==> src/rtl/instruction_fetch_queue_pkg.sv <==
// Shared definitions for the instruction fetch queue: fetch FSM states, reset PC
// and instruction width.
package instruction_fetch_queue_pkg;

  typedef enum logic [1:0] {
    StIdle,
    StReq,
    StDrop
  } fetch_state_e;

  localparam logic [31:0] PC_RESET = 32'h0040_0000;
  localparam int unsigned INSTR_W  = 32;

endpackage

==> src/rtl/sync_fifo.sv <==
// Synchronous FIFO with combinational head read and a synchronous clear.
// The caller guarantees no push when full and no pop when empty.
module sync_fifo #(
  parameter int unsigned WIDTH = 64,
  parameter int unsigned DEPTH = 4
) (
  input  logic                   clk,
  input  logic                   reset,
  input  logic                   clear,
  input  logic                   push,
  input  logic                   pop,
  input  logic [WIDTH-1:0]       wdata,
  output logic [WIDTH-1:0]       rdata,
  output logic [$clog2(DEPTH):0] count
);

  localparam int unsigned AW = $clog2(DEPTH);
  localparam int unsigned CW = AW + 1;

  logic [WIDTH-1:0] mem_q [DEPTH];
  logic [AW-1:0]    wr_ptr_q;
  logic [AW-1:0]    rd_ptr_q;
  logic [CW-1:0]    count_q;

  // Pointers are exactly AW bits wide, so they wrap modulo DEPTH on their own.
  always_ff @(posedge clk or negedge reset) begin
    if (!reset) begin
      wr_ptr_q <= '0;
      rd_ptr_q <= '0;
      count_q  <= '0;
    end else if (clear) begin
      wr_ptr_q <= '0;
      rd_ptr_q <= '0;
      count_q  <= '0;
    end else begin
      if (push) wr_ptr_q <= wr_ptr_q + 1'b1;
      if (pop)  rd_ptr_q <= rd_ptr_q + 1'b1;
      count_q <= count_q + CW'(push) - CW'(pop);
    end
  end

  always_ff @(posedge clk) begin
    if (push && !clear) mem_q[wr_ptr_q] <= wdata;
  end

  assign rdata = mem_q[rd_ptr_q];
  assign count = count_q;

endmodule

==> src/rtl/instruction_fetch_queue.sv <==
// Fetch front end: issues one instruction-memory request at a time, queues
// {pc, instr} responses for decode, and discards in-flight responses on flush.
module instruction_fetch_queue
  import instruction_fetch_queue_pkg::*;
#(
  parameter int unsigned N     = 32,
  parameter int unsigned DEPTH = 4
) (
  input  logic                   clk,
  input  logic                   reset,
  input  logic [N-1:0]           PCValue,
  output logic                   pc_enable,
  output logic                   imem_req,
  output logic [N-1:0]           imem_addr,
  input  logic                   imem_ack,
  input  logic [INSTR_W-1:0]     imem_rdata,
  input  logic                   flush,
  output logic                   dec_valid,
  input  logic                   dec_ready,
  output logic [INSTR_W-1:0]     dec_instr,
  output logic [N-1:0]           dec_pc,
  output logic [N-1:0]           dec_pc_plus4,
  output logic [$clog2(DEPTH):0] count
);

  localparam int unsigned CNW = $clog2(DEPTH) + 2;

  fetch_state_e         state_q, state_d;
  logic [N-1:0]         addr_q;
  logic                 push, pop, issue;
  logic [CNW-1:0]       count_next;
  logic [N+INSTR_W-1:0] head;

  assign pop        = dec_valid & dec_ready;
  assign push       = (state_q == StReq) & imem_ack & ~flush;
  assign count_next = CNW'(count) + CNW'(push) - CNW'(pop);
  // A new request is only issued when its response is guaranteed a free slot.
  assign issue      = reset & ~flush
                    & ((state_q == StIdle) | ((state_q == StReq) & imem_ack))
                    & (count_next < CNW'(DEPTH));

  always_ff @(posedge clk or negedge reset) begin
    if (!reset) state_q <= StIdle;
    else        state_q <= state_d;
  end

  always_comb begin
    state_d = state_q;
    unique case (state_q)
      StIdle: if (issue) state_d = StReq;
      StReq: begin
        if (flush)         state_d = imem_ack ? StIdle : StDrop;
        else if (imem_ack) state_d = issue ? StReq : StIdle;
      end
      StDrop: if (imem_ack) state_d = StIdle;
      default: state_d = StIdle;
    endcase
  end

  always_comb begin
    imem_req  = (state_q != StIdle);
    pc_enable = issue | flush;
  end

  always_ff @(posedge clk or negedge reset) begin
    if (!reset)     addr_q <= '0;
    else if (issue) addr_q <= PCValue;
  end

  assign imem_addr = addr_q;

  sync_fifo #(
    .WIDTH (N + INSTR_W),
    .DEPTH (DEPTH)
  ) u_queue (
    .clk   (clk),
    .reset (reset),
    .clear (flush),
    .push  (push),
    .pop   (pop),
    .wdata ({addr_q, imem_rdata}),
    .rdata (head),
    .count (count)
  );

  assign dec_valid    = (count != '0);
  assign dec_pc       = head[N+INSTR_W-1:INSTR_W];
  assign dec_instr    = head[INSTR_W-1:0];
  assign dec_pc_plus4 = dec_pc + N'(4);

endmodule

==> config.mk <==
export PLATFORM = sky130hd
export DESIGN_NAME = instruction_fetch_queue
export DESIGN_NICKNAME = d
export VERILOG_FILES = /design/src/rtl/instruction_fetch_queue_pkg.sv /design/src/rtl/sync_fifo.sv /design/src/rtl/instruction_fetch_queue.sv
export SDC_FILE = /design/constraint.sdc
export NUM_CORES = 1
export LEC_CHECK = 0
export ABC_AREA = 1
export BUFFER_PORTS_ARGS = -buffer_cell sky130_fd_sc_hd__buf_2
export CAP_MARGIN = 20
export CORE_MARGIN = 4
export CORE_UTILIZATION = 60
export DETAILED_ROUTE_END_ITERATION = 10
export HOLD_SLACK_MARGIN = 0.08
export PLACE_DENSITY = 0.85
export SYNTH_ARGS = -nofsm -noshare
export SYNTH_HDL_FRONTEND = slang
export SYNTH_SLANG_ARGS = --single-unit
==> constraint.sdc <==
create_clock -name clk -period 6.2 [get_ports clk]
set_clock_uncertainty 0.1 [all_clocks]
set_input_delay 0.93 -clock clk [delete_from_list [all_inputs] [get_ports clk]]
set_output_delay 0.93 -clock clk [all_outputs]
set_load 0.02 [all_outputs]
==> metrics, run 1 <==
Final nets 1,513; Ys Warns 0; f_max 204 MHz; post-synthesis register bit count around 300; Final setup viols 0; CTS Buf Count 29; Clock Latency Late Sink 0.54 ns; Die ar. 24,000 um^2; number of flops mapped to enable cells by yosys roughly 260; synthesis-to-finish area growth 16.7%; max cap viols 0; fraction of registers with async set/reset 13.8%; CTS root buffer clkbuf_16; main flop type after synthesis edfxtp_1; number of antenna violations at the first check in global routing 3; Final Wtd Congestion 0.899; die height 155 um; dpl hpwl 19,400 um; Synth cell types 27; total track usage 25.2%; Setup CP Type reg -> out; Critical Path Fanout Max 76; setup bufs post-CTS 0; post-synthesis net count 1,325; Post-Syn Area 13,000 um^2; max-slew violation count 0; Die Width 155 um; Worst setup SP type flip-flop; run status finished, final reports clean; drt drc 0; Total Routed Length 30,800 um; Synth top area share 59.3%; Lkg Pwr roughly 6.4 nW; Yosys top cell by area edfxtp_1; clk sinks just under 300; router iterations before antenna repair 7; min Tclk post-route around 4.9 ns; area occupied by multi-input gates around 3600 um^2; crit path DAT 3.87 ns; most numerous cell in the Yosys netlist nand2_1; Worst EP required about 5.2 ns; WL per Instance 17.8 um; Hold Vio Cnt, Final 0; share of cells above drive strength 1 20.0%; PD cells 418 nW/um^2; sequential area share after synthesis approximately 67%; largest cells by area after synthesis edfxtp_1 (59%), nand2_1 (11%), dfrtp_1 (7.9%); starting density of the core 61.3%; fin crit share 79.1%; H-tree depth 1; Worst Hold Class in -> async; register area 8720 um^2; Via Count 9,601; FP Rows 53; Post-DRT Antenna Nets 0; Final Non-Filler Cells 1,734; GRT overflow 0; FILL cells roughly 1,500; vias in the first global route 9,267; Post-Route Setup TNS 0 ns; hold bufs inserted after CTS 0; Initial DRC Count just under 900; first-pass GRT wire length 48,000 um; Post-synth top cells nand2_1 (375), edfxtp_1 (256), nor2_1 (137); DR vias/cell 5.54; IO buf count a little over 200; placed cell count 1,677; Core ar. between 20,000 and 25,000 um^2; Slew @ Worst Pin 0.980 ns; IO Pins 203; post_cts resized 0; Syn Area/Cell 10.4 um^2; clock buffer depth 3; worst rel slew slack 34.5%; Crit. End Element output port; CTS tree done; setup repair after global routing missed its margin no; largest net degree at the start of global routing 133; clk slew on worst S/H paths ~0.060 ns; Syn Inst Count 1,246; peak supply drop 0.324 mV
[sequential cells by signal, summed over array words and instances, names as in the netlist]
signal	flops
u_queue.mem_q	256
imem_addr	32
u_queue.count	3
u_queue.wr_ptr_q	2
u_queue.rd_ptr_q	2
state_q	2
[layer usage]
layer	GRT usage [%]	part of all wire, %	wire, um	vias to the layer above
li1	-	-	-	4546
met1	33.6	38	11800	4472
met2	42.4	49	15200	498
met3	4.23	9.4	2890	83
met4	9.21	3.2	1000	2
met5	0	0.026	8	-
[cell usage in the layout (no fill, tap or decap), drive strengths merged]
master and count:
nand2 391, edfxtp 256, buf 213, nor2 148, o21ai 105, inv 101
nand3 75, clkbuf 44, dfrtp 41, o22ai 34, xor2 16, ha 9
a21oi 6, nand4 6, bufinv 4, clkinv 4, diode 2, a32oi 1
or2 1, fa 1, clkinvlp 1
[report_power, final]
part	internal (mW)	total (mW)	switching, mW
Clock	1.06	1.75	0.693
Combinational	0.546	1.94	1.39
Sequential	2.42	2.64	0.217
Total	4.02	6.32	2.30
[worst paths after layout]
path	startpoint	end	slack, ns	cells past startpoint
worst max-delay path	u_queue.rd_ptr_q[0]	dec_pc_plus4[18]	1.30	11
worst min-delay path	reset	imem_addr[29]	0.41	2
worst max register to register	u_queue.count[1]	imem_addr[21]	3.01	16
worst min register to register	imem_addr[4]	u_queue.mem_q[2][36]	0.44	0
max in group asynchronous	reset	u_queue.rd_ptr_q[0]	5.09	2
min in group clk	imem_addr[4]	u_queue.mem_q[2][36]	0.44	0
[per-stage QoR]
| step | hold slack (ns) | total power [mW] | cell area, um^2 | util (%) | worst slack [ns] |
|---|---|---|---|---|---|
| after floorplan | 0.411 | 3.93 | 13000 | - | 1.65 |
| after global placement | 0.419 | 4.54 | 14100 | 66.8 | 2.04 |
| after detailed placement | 0.424 | 4.59 | 14200 | 66.9 | 1.91 |
| after CTS | 0.411 | 6.34 | 15100 | 71.4 | 1.33 |
| after global routing | 0.459 | 6.64 | 15100 | 71.6 | 0.965 |
| final | 0.407 | 6.32 | 15100 | 71.6 | 1.30 |
[kinds of logic after synthesis]
kind of cell | share of synthesized area, %
buf+inv | 5.28
simple gates | 19.4
compound gates | 5.99
flops | 67.2
fa+ha+maj | 1.02
xor+xnor | 1.08
[worst max-delay path, cell delays in order (launching register included)]
cell and delay, ns:
dfrtp_4 0.95, buf_4 0.61, nor2_1 0.10, nor2_1 0.12, o21ai_1 0.09, nand2_1 0.21
ha_1 0.27, nand2_1 0.17, nor2_1 0.25, nand2_1 0.11, xor2_1 0.20, buf_2 0.20
[final cells by class]
| type | instances | share of cell area (%) |
|---|---|---|
| inverter | 100 | 2.51 |
| clock buffer | 44 | 5.30 |
| multi-input combinational | 793 | 23.8 |
| clock inverter | 10 | 1.03 |
| antenna | 2 | 0.0331 |
| timing repair buffer | 213 | 7.44 |
| sequential | 297 | 57.6 |
| tap | 275 | 2.27 |
Note: power is estimated with default switching activity, not from simulation.
==> run 2, diff against run 1 <==
CORE_UTILIZATION = 57   (was 60)
PLACE_DENSITY = 0.81   (was 0.85)
clock period = 4.75 ns   (was 6.2 ns; I/O delays follow)
==> run 2 against run 1 <==
Effect of this change:
- critical path depth stayed put
- worst hold slack worse by 0.13 ns
- critical endpoint is now dec_pc_plus4[14]
- final area stayed put
- first-iteration DRC count is 15% higher
- setup slack worse by 0.98 ns
==> metrics, run 2 (same netlist as run 1, synthesis figures left out) <==
Hold Vio Cnt, Final 0 (unchanged); starting density of the core 58.7% (-2.6 points); Initial DRC Count 1,004 (+15%); first-pass GRT wire length 48,400 um (+0.88%); Critical Path Start u_queue.rd_ptr_q[1]; clock buffer depth 3 (unchanged); Crit. End Element output port; CTS root buffer clkbuf_16; hold bufs inserted after CTS 0 (unchanged); number of flip-flops in the largest register 256 (unchanged); Final setup viols 0 (unchanged); Post-Route Setup TNS 0 ns (unchanged); CTS tree done; vias in the first global route 9,189 (-0.84%); Worst setup SP type flip-flop; fin area 15,100 um^2 (unchanged); Die Width 159 um (+2.5%); H-tree depth 1 (unchanged); worst rel slew slack 34.3% (-0.22 points); Setup CP Type reg -> out; CP delay by family, top simple AND/OR/NAND/NOR gates; IO buf count 202 (unchanged); Clock Latency Late Sink 0.54 ns (about the same); Post-DRT Antenna Nets 0 (unchanged); Via Count 9,535 (-0.69%); number of antenna violations at the first check in global routing 3 (unchanged); most common cell after layout, fill and taps aside nand2_1; critical-path cell list inv_2 -> nor2_1 -> o21ai_1 -> nand2_1 -> ha_1 -> inv_1 -> nor2_1 -> nand2_1 -> nor2_2 -> xor2_1 -> buf_2; dpl hpwl 19,100 um (-1.3%); peak supply drop 0.468 mV (+45%); CP peak stage delay 0.82 ns (-0.13 ns); DR vias/cell 5.49 (-0.86%); total track usage 23.6% (-1.6 points); post-layout util 68.5% (-3.0 points); largest net degree at the start of global routing 77 (-42%); Die ar. 25,200 um^2 (+5.0%); dpl ws 0.964 ns (-0.948 ns); Core ar. 22,100 um^2 (+4.4%); crit path DAT 3.62 ns (-0.25 ns); post_cts resized 0 (unchanged); Crit Reg-Reg Startpoint u_queue.count[1]; CTS Buf Count 28 (-3.4%); Slew @ Worst Pin 0.985 ns (+0.00558 ns); f_max 225 MHz; Worst EP required 3.94 ns (-1.23 ns); synthesis-to-finish area growth 16.7% (unchanged); setup bufs post-CTS 0 (unchanged); final worst slack 0.313 ns (-0.985 ns); Final nets 1,513 (unchanged); placed cell count 1,684 (+0.42%); run status finished, final reports clean; total chip power 8.25 mW (+30%); Total Routed Length 30,400 um (-1.2%); Worst Hold Class in -> async; PD cells 545 nW/um^2 (+30%); Final Non-Filler Cells 1,737 (+0.17%); router iterations before antenna repair 7 (unchanged); Final Wtd Congestion 0.932 (+3.7%); max-slew violation count 0 (unchanged); Lkg Pwr 6.42 nW (about the same); Critical Path Fanout Max 36 (-53%); die height 159 um (+2.5%); clk sinks 297 (unchanged); largest register by flop count u_queue.mem_q; share of cells above drive strength 1 20.2% (+0.22 points); clk slew on worst S/H paths 0.06 ns (about the same); min Tclk post-route 4.44 ns; Buf/Inv on CP 3 (+1); WL per Instance 17.5 um (-1.4%); FP Rows 54 (+1.9%); most frequent cells in the layout nand2_1 (375), edfxtp_1 (256), buf_2 (202), nor2_1 (133), o21ai_0 (104); max cap viols 0 (unchanged); WHS 0.273 ns (-0.135 ns); IO Pins 203 (unchanged); setup repair after global routing missed its margin no; GRT overflow 0 (unchanged); fin crit share ~93%; drt drc 0 (unchanged); Crit-path slowest cell dfrtp_2; Post-Place Cell Area 14,200 um^2 (+0.19%)
-- run 2: worst paths after layout --
| check | endpoint | slack, ns | cells after the start |
|---|---|---|---|
| min reg2reg | u_queue.mem_q[0][51] | 0.44 | 0 |
| min in group clk | u_queue.mem_q[3][3] | 0.28 | 1 |
| max reg2reg | imem_addr[27] | 1.59 | 16 |
| max | dec_pc_plus4[14] | 0.31 | 11 |
| max in group asynchronous | u_queue.rd_ptr_q[0] | 3.80 | 2 |
| min | imem_addr[28] | 0.27 | 2 |
-- run 2: per-layer routing --
| metal | GRT usage [%] | wire length, um |
|---|---|---|
| met4 | 8.32 | 911 |
| met1 | 31.5 | 12200 |
| met3 | 4.28 | 2620 |
| met5 | 0 | 14 |
| met2 | 39.6 | 14700 |
-- run 2: area by class of cell --
cell class	count	area [um^2]
Antenna cell	1	2.50
Clock buffer	32	716
Clock inverter	20	238
Fill cell	1572	6960
Inverter	100	380
Multi-Input combinational cell	793	3600
Sequential cell	297	8720
Tap cell	280	350
Timing Repair Buffer	214	1130
-- run 2: report_power, final --
| part | internal, mW | switching, mW | leakage, nW |
|---|---|---|---|
| logic | 0.716 | 1.81 | 3.12 |
| clock network | 1.36 | 0.923 | 0.461 |
| registers | 3.16 | 0.283 | 2.84 |
| total | 5.23 | 3.02 | 6.42 |
